File: config.mk
export PLATFORM = sky130hd
export DESIGN_NAME = reg_led_status
export DESIGN_NICKNAME = d
export VERILOG_FILES = /design/src/rtl/led_status_pkg.sv /design/src/rtl/led_stretch_ch.sv /design/src/rtl/reg_led_status.sv
export SDC_FILE = /design/constraint.sdc
export NUM_CORES = 1
export LEC_CHECK = 0
export CAP_MARGIN = 20
export CELL_PAD_IN_SITES_DETAIL_PLACEMENT = 0
export CELL_PAD_IN_SITES_GLOBAL_PLACEMENT = 1
export CORE_MARGIN = 2
export CORE_UTILIZATION = 30
export DETAILED_ROUTE_END_ITERATION = 7
export PLACE_DENSITY_LB_ADDON = 0.08
export SLEW_MARGIN = 30
export SYNTH_ARGS = -nofsm -noshare
export SYNTH_HDL_FRONTEND = slang
export SYNTH_SLANG_ARGS = --single-unit
File: constraint.sdc
create_clock -name clk -period 4.61 [get_ports clk]
set_clock_uncertainty 0.15 [all_clocks]
set_input_delay 0.922 -clock clk [delete_from_list [all_inputs] [get_ports clk]]
set_output_delay 0.922 -clock clk [all_outputs]
set_load 0.005 [all_outputs]
File: src/rtl/led_status_pkg.sv
`default_nettype none
// ============================================================================
// Module  : led_status_pkg
// Purpose : Shared definitions for the reg_led_status LED peripheral: mode
//           codes, mode-byte field positions, reset mode value and the
//           per-channel output selection function.
// Ports   : none (package)
// Config  : none
// Revision: 1.0  initial release
// ============================================================================
package led_status_pkg;

  typedef enum logic [2:0] {
    LED_OFF        = 3'd0,
    LED_ON         = 3'd1,
    LED_ACT        = 3'd2,
    LED_BLINK_SLOW = 3'd3,
    LED_BLINK_FAST = 3'd4,
    LED_ACT_INV    = 3'd5
  } led_mode_e;

  localparam int         LED_INV_BIT    = 7;
  localparam logic [2:0] LED_MODE_MASK  = 3'b111;
  localparam logic [7:0] LED_MODE_RESET = 8'h02;

  // Raw (pre-register) LED value for one channel. Codes 6 and 7 fall into
  // the default branch and behave as OFF; the INVERT bit applies to every
  // mode, including OFF.
  function automatic logic led_mode_out(
    input logic [7:0] mode,
    input logic       stretched,
    input logic       slow,
    input logic       fast
  );
    logic [2:0] code;
    logic       f;
    code = mode[2:0] & LED_MODE_MASK;
    case (code)
      LED_ON:         f = 1'b1;
      LED_ACT:        f = stretched;
      LED_BLINK_SLOW: f = slow;
      LED_BLINK_FAST: f = fast;
      LED_ACT_INV:    f = ~stretched;
      default:        f = 1'b0;
    endcase
    return mode[LED_INV_BIT] ^ f;
  endfunction

endpackage
`default_nettype wire

File: src/rtl/led_stretch_ch.sv
`default_nettype none
// ============================================================================
// Module  : led_stretch_ch
// Purpose : One LED activity stretcher. A saturating counter is cleared by
//           activity and counts up to its idle value (MSB set), so the
//           channel reads as "stretched" for 2^(STRETCH_BITS-1) cycles after
//           the last activity sample.
// Ports   : clk          system clock
//           reset_i      synchronous active-high reset
//           act_i        activity level for this channel
//           stretched_o  high while the stretch window is open
// Config  : LED_ACT_SYNC_EN - insert a 2-flop synchronizer on act_i
// Revision: 1.0  initial release
// ============================================================================
module led_stretch_ch #(
  parameter int STRETCH_BITS = 18
) (
  input  logic clk,
  input  logic reset_i,
  input  logic act_i,
  output logic stretched_o
);
  import led_status_pkg::*;

  localparam logic [STRETCH_BITS-1:0] c_idle = {1'b1, {(STRETCH_BITS-1){1'b0}}};

  logic                    w_act;
  logic [STRETCH_BITS-1:0] r_cnt;

`ifdef LED_ACT_SYNC_EN
  logic r_sync1;
  logic r_sync2;

  always_ff @(posedge clk) begin
    if (reset_i) begin
      r_sync1 <= 1'b0;
      r_sync2 <= 1'b0;
    end else begin
      r_sync1 <= act_i;
      r_sync2 <= r_sync1;
    end
  end

  assign w_act = r_sync2;
`else
  assign w_act = act_i;
`endif

  // Counting stops once the MSB is set, so the counter saturates at idle
  // and never wraps back into the stretch window.
  always_ff @(posedge clk) begin
    if (reset_i) begin
      r_cnt <= c_idle;
    end else if (w_act) begin
      r_cnt <= '0;
    end else if (!r_cnt[STRETCH_BITS-1]) begin
      r_cnt <= r_cnt + STRETCH_BITS'(1);
    end
  end

  assign stretched_o = ~r_cnt[STRETCH_BITS-1];

endmodule
`default_nettype wire

File: src/rtl/reg_led_status.sv
`default_nettype none
// ============================================================================
// Module  : reg_led_status
// Purpose : Register-bus LED peripheral. One mode byte per channel selects
//           OFF / ON / activity-stretch / slow blink / fast blink / inverted
//           activity, with a per-channel INVERT bit. LED outputs are
//           registered.
// Ports   : clk, reset_i            clock, synchronous active-high reset
//           reg_address/bytecnt/datai/read/write/addrvalid   bus inputs
//           reg_size               transfer size (unused)
//           reg_datao              read data, 0 when not selected
//           reg_hypaddress         length-query address
//           reg_hyplen             register length, 0 when not selected
//           reg_stream             tied 0
//           act_i[NUM_CH]          per-channel activity
//           led_o[NUM_CH]          registered LED drive
// Config  : LED_ACT_SYNC_EN - synchronize act_i (adds 2 cycles latency)
// Revision: 1.0  initial release
// ============================================================================
module reg_led_status #(
  parameter int         NUM_CH       = 6,
  parameter int         STRETCH_BITS = 18,
  parameter int         BLINK_BITS   = 24,
  parameter logic [5:0] ADDR_LEDMODE = 6'd52
) (
  input  logic              clk,
  input  logic              reset_i,
  input  logic [5:0]        reg_address,
  input  logic [15:0]       reg_bytecnt,
  input  logic [7:0]        reg_datai,
  output logic [7:0]        reg_datao,
  input  logic [15:0]       reg_size,
  input  logic              reg_read,
  input  logic              reg_write,
  input  logic              reg_addrvalid,
  input  logic [5:0]        reg_hypaddress,
  output logic [15:0]       reg_hyplen,
  output logic              reg_stream,
  input  logic [NUM_CH-1:0] act_i,
  output logic [NUM_CH-1:0] led_o
);
  import led_status_pkg::*;

  logic [7:0]            r_mode [NUM_CH];
  logic [BLINK_BITS-1:0] r_presc;
  logic [NUM_CH-1:0]     w_stretched;
  logic                  w_sel;
  logic                  w_wr;
  logic                  w_rd;
  logic                  w_slow;
  logic                  w_fast;
  logic                  w_unused;

  assign w_sel = reg_addrvalid & (reg_address == ADDR_LEDMODE);
  assign w_wr  = reg_write & w_sel;
  assign w_rd  = reg_read & w_sel;

  // Mode register file. A byte index outside 0..NUM_CH-1 matches no
  // channel, so out-of-range writes fall through with no effect.
  always_ff @(posedge clk) begin
    if (reset_i) begin
      for (int ch = 0; ch < NUM_CH; ch++) begin
        r_mode[ch] <= LED_MODE_RESET;
      end
    end else if (w_wr) begin
      for (int ch = 0; ch < NUM_CH; ch++) begin
        if (reg_bytecnt == 16'(ch)) begin
          r_mode[ch] <= reg_datai;
        end
      end
    end
  end

  always_comb begin
    reg_datao = 8'h00;
    if (w_rd) begin
      for (int ch = 0; ch < NUM_CH; ch++) begin
        if (reg_bytecnt == 16'(ch)) begin
          reg_datao = r_mode[ch];
        end
      end
    end
  end

  assign reg_hyplen = (reg_hypaddress == ADDR_LEDMODE) ? 16'(NUM_CH) : 16'h0000;
  assign reg_stream = 1'b0;

  // Shared blink prescaler.
  always_ff @(posedge clk) begin
    if (reset_i) begin
      r_presc <= '0;
    end else begin
      r_presc <= r_presc + BLINK_BITS'(1);
    end
  end

  assign w_slow = r_presc[BLINK_BITS-1];
  assign w_fast = r_presc[BLINK_BITS-3];

  for (genvar g = 0; g < NUM_CH; g++) begin : g_ch
    led_stretch_ch #(
      .STRETCH_BITS (STRETCH_BITS)
    ) u_stretch (
      .clk         (clk),
      .reset_i     (reset_i),
      .act_i       (act_i[g]),
      .stretched_o (w_stretched[g])
    );
  end

  always_ff @(posedge clk) begin
    if (reset_i) begin
      led_o <= '0;
    end else begin
      for (int ch = 0; ch < NUM_CH; ch++) begin
        led_o[ch] <= led_mode_out(r_mode[ch], w_stretched[ch], w_slow, w_fast);
      end
    end
  end

  assign w_unused = ^{reg_size, r_presc};

endmodule
`default_nettype wire

## Yosys cells after proc, flatten, opt, wreduce, memory -nomap -nowiden

Memory sizes are Yosys's and may differ from the RTL's.
Index checks and enable logic that the tools add are counted.
W data, S select, Z words.

| operators by class | value |
|---|---|
| $add $sub $neg | 7 |
| multipliers | 0 |
| div/mod/pow operators | 0 |
| order comparisons | 0 |
| equal/unequal tests | 37 |
| shift-type cells | 0 |
| mux-type cells | 64 |
| bitwise operators | 21 |
| reductions and logical operators | 7 |

Operators by type and width:

| operator | number |
|---|---|
| $mux W18 | 12 |
| $add A18 B1 Y18 const B | 6 |
| $mux W8 | 13 |
| $eq A3 B2 Y1 const B | 12 |
| $eq A3 B3 Y1 const B | 12 |
| $eq A16 B2 Y1 const B | 2 |
| $eq A16 B3 Y1 const B | 2 |
| $mux W1 | 32 |
| $pmux W1 S5 | 6 |
| $add A24 B1 Y24 const B | 1 |
| $eq A3 B1 Y1 const B | 6 |
| $eq A16 B1 Y1 const B | 1 |
| $logic_not A16 Y1 | 1 |
| $eq A6 B6 Y1 const B | 2 |
| $reduce_or A2 Y1 | 6 |
| $not A1 Y1 | 6 |
| $or A1 B1 Y1 | 6 |
| $xor A1 B1 Y1 | 6 |
| $and A1 B1 Y1 | 3 |
| $mux W3 | 1 |

| storage, ports and cells | value |
|---|---|
| flip-flop bits (word level) | 138 |
| latch bits | 0 |
| memory bits (writable) | 48 |
| memory bits (read-only) | 0 |
| bits of input ports | 63 |
| output and inout port bits | 31 |
| logic and storage cells | 151 |
| memories kept | 1 |

Memories:

| memory | depth | width | rd ports | clocked after Yosys merged registers in | write ports | line | source |
|---|---|---|---|---|---|---|---|
| r_mode | 6 | 8 | 6 | 0 | 6 | reg_led_status.sv:44 | `logic [7:0] r_mode [NUM_CH];` |

## Depth between registers and ports, before layout

Gate-level depths: netlist of run 1.

| logic depth | value |
|---|---|
| depth in word-level cells | 8 |
| mapped depth | 6 |
| gate-level depth less buffers | 6 |

## Cells and area by module

From an unflattened synthesis of run 1, not the netlist that was laid out.

| second synthesis, totals | value |
|---|---|
| cell total of the unflattened synthesis | 949 |
| area total of the unflattened synthesis | 9038.7 µm² |

By module, submodules not included:

| module | times used | cells each | area an instance (µm²) | seq. area each (µm²) |
|---|---|---|---|---|
| led_stretch_ch | 6 | 95 | 842.1 | 360.3 |
| reg_led_status | 1 | 379 | 3986.3 | 2042.0 |

## Least setup slack after synthesis of run 1

Ideal clock, no wire load.

| timing path | value |
|---|---|
| kind | input to output |
| from | input reg_bytecnt[13] |
| to | output reg_datao[0] |
| data arrival time | 2.147 ns |
| data required time | 3.538 ns |
| slack | 1.391 ns |
| stages | 5 |
| buffers on the path | 0 |
| cells stage by stage | nor4_4 > nand4_1 > o22ai_1 > a211oi_1 > nor3_1 |

| on the way | value |
|---|---|
| longest elaborated chain between the ends | 8 |
| elaborated cells between the ends (all ways) | 13 |
| those cells by class | 5 x eq/ne; 7 x mux; 1 x reduce/logical |

Ends and longest elaborated chain:

| element | line | source |
|---|---|---|
| from (decl) | reg_led_status.sv:29 | `input logic [15:0] reg_bytecnt,` |
| $logic_not A16 Y1 | reg_led_status.sv:78 | `if (reg_bytecnt == 16'(ch)) begin` |
| $mux W8 (5 in a row) | reg_led_status.sv:78 |  |
| $mux W8 * | reg_led_status.sv:78 |  |
| $mux W8 * | reg_led_status.sv:76 | `if (w_rd) begin` |
| to (decl) | reg_led_status.sv:31 | `output logic [7:0] reg_datao,` |

Every way passes the cells marked *; elsewhere a longest branch is shown, timed or not.

## Final worst setup path of run 1

| timing path | value |
|---|---|
| from | input reg_bytecnt[5] |
| to | output reg_datao[1] |

Same word-level chain as after synthesis.

==> results of run 1 <==
## routing by layer
layer  track usage  wire, um  part of all wire
met3       0.03090       663             0.034
met4       0.03617       161            0.0083
met1        0.1942      9883              0.51
met5             0         0                 0
met2        0.2176      8677              0.45
## logic make-up after synthesis
logic type	count (synthesis)	share of synthesized area
AND/OR/NAND/NOR	434	0.2672
multiplexers	7	0.009765
adder cells (fa/ha/maj)	7	0.01036
AO/OA/AOI/OAI	87	0.06125
flip-flops	186	0.4971
other	1	0.0004434
buffers and inverters	69	0.03787
XOR/XNOR	112	0.1160
## cells in the mapped netlist, types with 2 or more instances
cell type / count / area (um2)
a211oi_1: 7 / 52.55
a21oi_1: 13 / 65.06
a31oi_1: 5 / 31.28
and2_1: 47 / 294.0
and3_1: 15 / 93.84
and4_1: 10 / 87.58
buf_4: 16 / 120.1
clkbuf_1: 29 / 108.9
dfxtp_1: 138 / 2763
edfxtp_1: 48 / 1441
ha_1: 7 / 87.58
inv_1: 23 / 86.33
mux2i_1: 6 / 60.06
nand2_1: 51 / 191.4
nand2b_1: 9 / 56.30
nand3_1: 35 / 175.2
nand3b_1: 5 / 37.54
nand4_1: 38 / 237.7
nand4b_1: 5 / 43.79
nor2_1: 142 / 533.0
nor2b_1: 14 / 87.58
nor3_1: 19 / 95.09
nor3b_1: 2 / 15.01
nor4_1: 9 / 56.30
nor4_2: 3 / 37.54
nor4b_1: 2 / 17.52
o21ai_0: 33 / 165.2
o221ai_1: 6 / 52.55
o22ai_1: 19 / 118.9
o31ai_1: 3 / 22.52
or2_2: 9 / 56.30
or3_1: 13 / 81.33
or4_1: 2 / 15.01
xnor2_1: 26 / 227.7
xor2_1: 86 / 753.2
## per-stage QoR
step / cell area, um2 / total power, mW / std cells / hold slack [ns] / utilization
after CTS: 10070 / 3.422 / 1360 / 0.3218 / 0.3625
after floorplan: 8509 / 1.849 / 917 / 0.2797 / -
after global routing: 10080 / 3.508 / 1360 / 0.3523 / 0.3628
after global placement: 9497 / 1.940 / 1328 / 0.2960 / 0.3418
final: 10080 / 3.362 / 1360 / 0.3149 / 0.3628
after detailed placement: 9497 / 1.940 / 1328 / 0.3090 / 0.3418
## what timing repair did
item	CTS	global route
setup buffers	0	0
endpoints found under the setup margin	0	3
hold buffers	0	0
gates resized for setup	0	1
## cell type report
type / count / area [um2] / share of cell area
clock buffer: 19 / 442.9 / 0.04394
clock inverter: 13 / 131.4 / 0.01303
multi-input combinational: 662 / 3994 / 0.3962
tap: 378 / 473.0 / 0.04692
inverter: 23 / 86.33 / 0.008565
sequential: 186 / 4204 / 0.4171
timing repair buffer: 79 / 748.2 / 0.07423
## registers in the layout (all words and copies together) (netlist names)
| signal | count |
|---|---|
| g_ch.u_stretch.r_cnt | 108 |
| r_presc | 24 |
| led_o | 6 |
| r_mode | 48 |
## worst max-delay path, delay by kind of cell
kind / cells / cell delay (ns)
AND/OR/NAND/NOR: 3 / 1.00
buffers and inverters: 3 / 1.21
AO/OA/AOI/OAI: 2 / 0.24
## cell usage in the layout, fill, tap and decap left out, drive strengths merged, types with 20 or more instances in the layout
cell	Yosys	routed
inv	23	32
edfxtp	48	48
xor2	86	86
dfxtp	138	138
xnor2	26	26
nand2	51	51
nor3	20	20
and2	47	47
nor2	142	142
o21ai	33	33
nand3	35	35
nand4	38	38
clkdlybuf4s50	0	62
## power groups by stage
stage / logic [mW] / clock network (mW) / registers, mW
finish: 0.162 / 1.46 / 1.74
detailed placement: 0.166 / 0 / 1.77
CTS: 0.166 / 1.52 / 1.74
global placement: 0.166 / 0 / 1.77
floorplan: 0.0887 / 0 / 1.76
global route: 0.180 / 1.59 / 1.74
## how the worst min path moves through the flow
stage | start | endpoint | slack, ns | cells past startpoint
after floorplan | r_presc[0] | r_presc[0] | 0.28 | 1
after global placement | r_presc[0] | r_presc[0] | 0.30 | 1
after detailed placement | r_presc[0] | r_presc[0] | 0.31 | 1
after CTS | g_ch[5].u_stretch.r_cnt[16] | g_ch[5].u_stretch.r_cnt[16] | 0.32 | 2
after global routing | r_presc[0] | r_presc[0] | 0.35 | 1
final | g_ch[0].u_stretch.r_cnt[16] | g_ch[0].u_stretch.r_cnt[16] | 0.31 | 2
==> impl_metrics.tcl, run 1 <==
set metrics [dict create \
    ir_drop_mv 0.2407 \
    grt_pass1_vias 6038 \
    p_sw_uw 797.9 \
    routedWlPerCell_um 14.25 \
    maxCapViolCount 0 \
    slew_violations 0 \
    area_delta_synth_final_pct 19.19 \
    start_util 0.3044 \
    place_hpwl_um 13530 \
    tightestPinTransition_ns 0.8509 \
    ys.flop_type "dfxtp_1" \
    grt.overflow.total 0 \
    num_antenna_cells 0 \
    powerDensity_nw_per_um2 333.5 \
    dp_slack_ns 0.06856 \
    clockBufferDepth 2 \
    rr_startpoint "r_presc[0]" \
    power_frac_seq 0.516 \
    clkPwrFrac 0.435 \
    dieArea_um2 29550 \
    rsz0062_at_grt "false" \
    ios 94 \
    crit_type "in2out" \
    drtIter0Drc 307 \
    cp_data_arrival_time_ns 3.38 \
    drive_gt1_frac 0.06415 \
    hold_violations 0 \
    clk_pin_slew_ns 0.07 \
    cts_root_buf "clkbuf_16" \
    p_leak_nw 3.468 \
    slowest_stage "clkdlybuf4s50_1" \
    status "completed" \
    worst_slack_ns 0.1533 \
    core_um2 27780 \
    cts_made_buffers 17 \
    required_ns 3.54 \
    startpoint "reg_bytecnt[5]" \
    netlist_instances 903 \
    postSynthAreaPerCell_um2 9.365 \
    antenna_found_initial 0 \
    worstPathMaxFanout 10 \
    fin_crit_ns 4.457 \
    cts-htree-levels 4 \
    worst_r2r_endpoint "r_presc[18]" \
    endpoint_kind "output pin" \
    ys_ff_latch 186 \
    row_count 61 \
    ys_types 43 \
    tns_ns 0 \
    critical_path.endpoint "reg_datao[1]" \
    numClockSinks 186 \
    cts_tree "done" \
    synth-async-reset-ratio 0 \
    r2r_slack_ns 2.40 \
    setup_viol 0 \
    drc 0 \
    vias 6204 \
    viasPerCell 4.562 \
    p_sw_frac 0.2373 \
    die_h_um 171.9 \
    grtUsageTotal 0.1391 \
    crit_path_frequent_cell "clkdlybuf4s50_1" \
    wl_um 19390 \
    firstDrtPassIters 6 \
    synth_edf_count 48 \
    ant_nets 0 \
    comb_power_share 0.048 \
    hp-class "reg2reg" \
    synth-seq-area-share 0.4971 \
    slew-limit-headroom 0.4284 \
    power.internal_mw 2.564 \
    fillCellCount 2883 \
    grt_first_pass_wirelength_um 31740 \
    cp-start-kind "input port" \
    grt_max_degree 37 \
    finalCritPeriodShare 0.9667 \
    fmax_ghz 0.2244 \
    clk_latency_ns 0.43 \
    worstPathCellList "clkdlybuf4s50_1 -> nor4_2 -> nand4_1 -> buf_4 -> o22ai_1 -> a211oi_1 -> nor3_1 -> clkdlybuf4s50_1" \
    gp_congestion 0.7584 \
    r2r_cells 6 \
    synth_area_um2 8457 \
    yosysWarnings 0 \
    io_buffers 62 \
    die_x_um 171.9 \
    cp_slowest_stage_delay_ns 0.59 \
    layout.nets 1039 \
]
Power figures use the tool's default switching activity.
==> run 2, diff against run 1 <==
GPL_ROUTABILITY_DRIVEN = 0   (was default)
SLEW_MARGIN = 20   (was 30)
==> results of run 2 <==
No change in the layout: final DEF, timing and power equal those of run 1.
==> run 3, diff against run 2 <==
CORE_MARGIN = default   (was 2)
GPL_TIMING_DRIVEN = 0   (was default)
==> impl_metrics.tcl, run 3 (synthesis gave the netlist of run 1 again) <==
set metrics [dict create \
    required_ns 3.54 \
    cts_made_buffers 17 \
    grtUsageTotal 0.1379 \
    slew-limit-headroom 0.4420 \
    grt_max_degree 20 \
    cp_data_arrival_time_ns 3.43 \
    dp_slack_ns -0.2462 \
    power_mw 3.414 \
    worstPathMaxFanout 8 \
    maxCapViolCount 0 \
    worstPathCellList "clkdlybuf4s50_1 -> nor4_4 -> nand4b_1 -> nor2_4 -> a211oi_1 -> nor3_1 -> clkdlybuf4s50_1" \
    fillCellCount 2885 \
    cts_tree "done" \
    core_um2 27780 \
    grt_pass1_vias 6018 \
    numClockSinks 186 \
    final_common_cell "nor2_1" \
    cts_root_buf "clkbuf_16" \
    routedWlPerCell_um 13.72 \
    vias 6249 \
    ios 94 \
    fin_crit_ns 4.506 \
    cts-htree-levels 4 \
    worst_slack_ns 0.1044 \
    status "completed" \
    p_leak_nw 3.547 \
    layout_common_cells "nor2_1 (141), dfxtp_1 (138), xor2_1 (86)" \
    grt_first_pass_wirelength_um 31080 \
    crit_type "in2out" \
    cp_slowest_stage_delay_ns 0.59 \
    grt.overflow.total 0 \
    row_count 61 \
    placed_cell_area_um2 9602 \
    finalCritPeriodShare 0.9773 \
    ant_nets 0 \
    setup_viol 0 \
    dp.cells 1356 \
    final_cell_area_um2 10280 \
    viasPerCell 4.492 \
    antenna_found_initial 0 \
    layout.nets 1070 \
    hold_ws_ns 0.3132 \
    regMostFlops "g_ch.u_stretch.r_cnt" \
    die_h_um 169.9 \
    area_delta_synth_final_pct 21.54 \
    largest_reg_flops 108 \
    num_antenna_cells 0 \
    drc 0 \
    wl_um 19090 \
    place_hpwl_um 13670 \
    drive_gt1_frac 0.07305 \
    die_x_um 169.9 \
    drtIter0Drc 255 \
    clk_pin_slew_ns 0.08 \
    slew_violations 0 \
    io_buffers 60 \
    tightestPinTransition_ns 0.8314 \
    hp-class "reg2reg" \
    clockBufferDepth 2 \
    clk_latency_ns 0.43 \
    dieArea_um2 28860 \
    fmax_ghz 0.2219 \
    crit_path_frequent_cell "clkdlybuf4s50_1" \
    start_util 0.3044 \
    firstDrtPassIters 4 \
    slowest_stage "clkdlybuf4s50_1" \
    endpoint_kind "output pin" \
    cp-start-kind "input port" \
    ir_drop_mv 0.2342 \
    hold_violations 0 \
    instances_no_fill 1391 \
    powerDensity_nw_per_um2 332.1 \
    reg_top3 "g_ch.u_stretch.r_cnt x108, r_mode x48, r_presc x24" \
]
[run 3: cell types whose count changed in the layout (fill, tap and decap cells not counted), sizes merged]
cell	previous run	this run
clkinvlp	2	0
inv	32	31
buf	17	22
clkinv	1	5
clkbuf	19	46
clkdlybuf4s50	62	60
[run 3: final timing paths]
path | startpoint | endpoint | slack (ns) | depth (start not counted)
min reg2reg | g_ch[5].u_stretch.r_cnt[16] | g_ch[5].u_stretch.r_cnt[16] | 0.31 | 2
max reg2reg | r_presc[0] | r_presc[18] | 2.43 | 6
max | reg_bytecnt[14] | reg_datao[2] | 0.10 | 7
min | g_ch[5].u_stretch.r_cnt[16] | g_ch[5].u_stretch.r_cnt[16] | 0.31 | 2
[run 3: stage by stage]
| step | setup TNS (ns) | utilization |
|---|---|---|
| 2_1_floorplan | 0 | - |
| 6_report | 0 | 0.3700 |
| 4_1_cts | 0 | 0.3683 |
| 3_3_place_gp | -1.095 | 0.3449 |
| 3_5_place_dp | -1.103 | 0.3456 |
| 5_1_grt | -0.01434 | 0.3700 |
[run 3: critical path, delay by kind of cell]
family                 cells  cell delay, ns
and+or+nand+nor            4            1.34
AOI/OAI and AO/OA          1            0.13
buffers and inverters      2            1.03
[run 3: repair_timing]
item	4_1_cts	5_1_grt
pin swaps	2	1
gates resized for setup	2	6
hold buffers	0	0
setup buffers	3	1
setup endpoints to repair	7	7
[run 3: power by group]
part / total (mW) / leakage (nW) / switching [mW] / internal [mW]
clock: 1.51 / 0.295 / 0.723 / 0.782
combinational: 0.179 / 1.68 / 0.0924 / 0.0863
sequential: 1.73 / 1.58 / 0.0236 / 1.71
[run 3: final cells by class]
cell class,count,area [um2],area share
inverter,23,86.33,0.008399
tap,378,473.0,0.04601
sequential,186,4204,0.4090
clock inverter,14,173.9,0.01692
clock buffer,18,429.2,0.04175
timing repair buffer,65,638.1,0.06208
buffer,45,230.2,0.02240
multi-input combinational,662,4044,0.3934
[run 3: layer usage]
layer | global-route usage | routed length (um) | vias up
met4 | 0.04700 | 260 | 0
met3 | 0.02767 | 494 | 16
met2 | 0.2169 | 8375 | 80
met1 | 0.1877 | 9960 | 2860
li1 | - | - | 3293
met5 | 0 | 0 | -
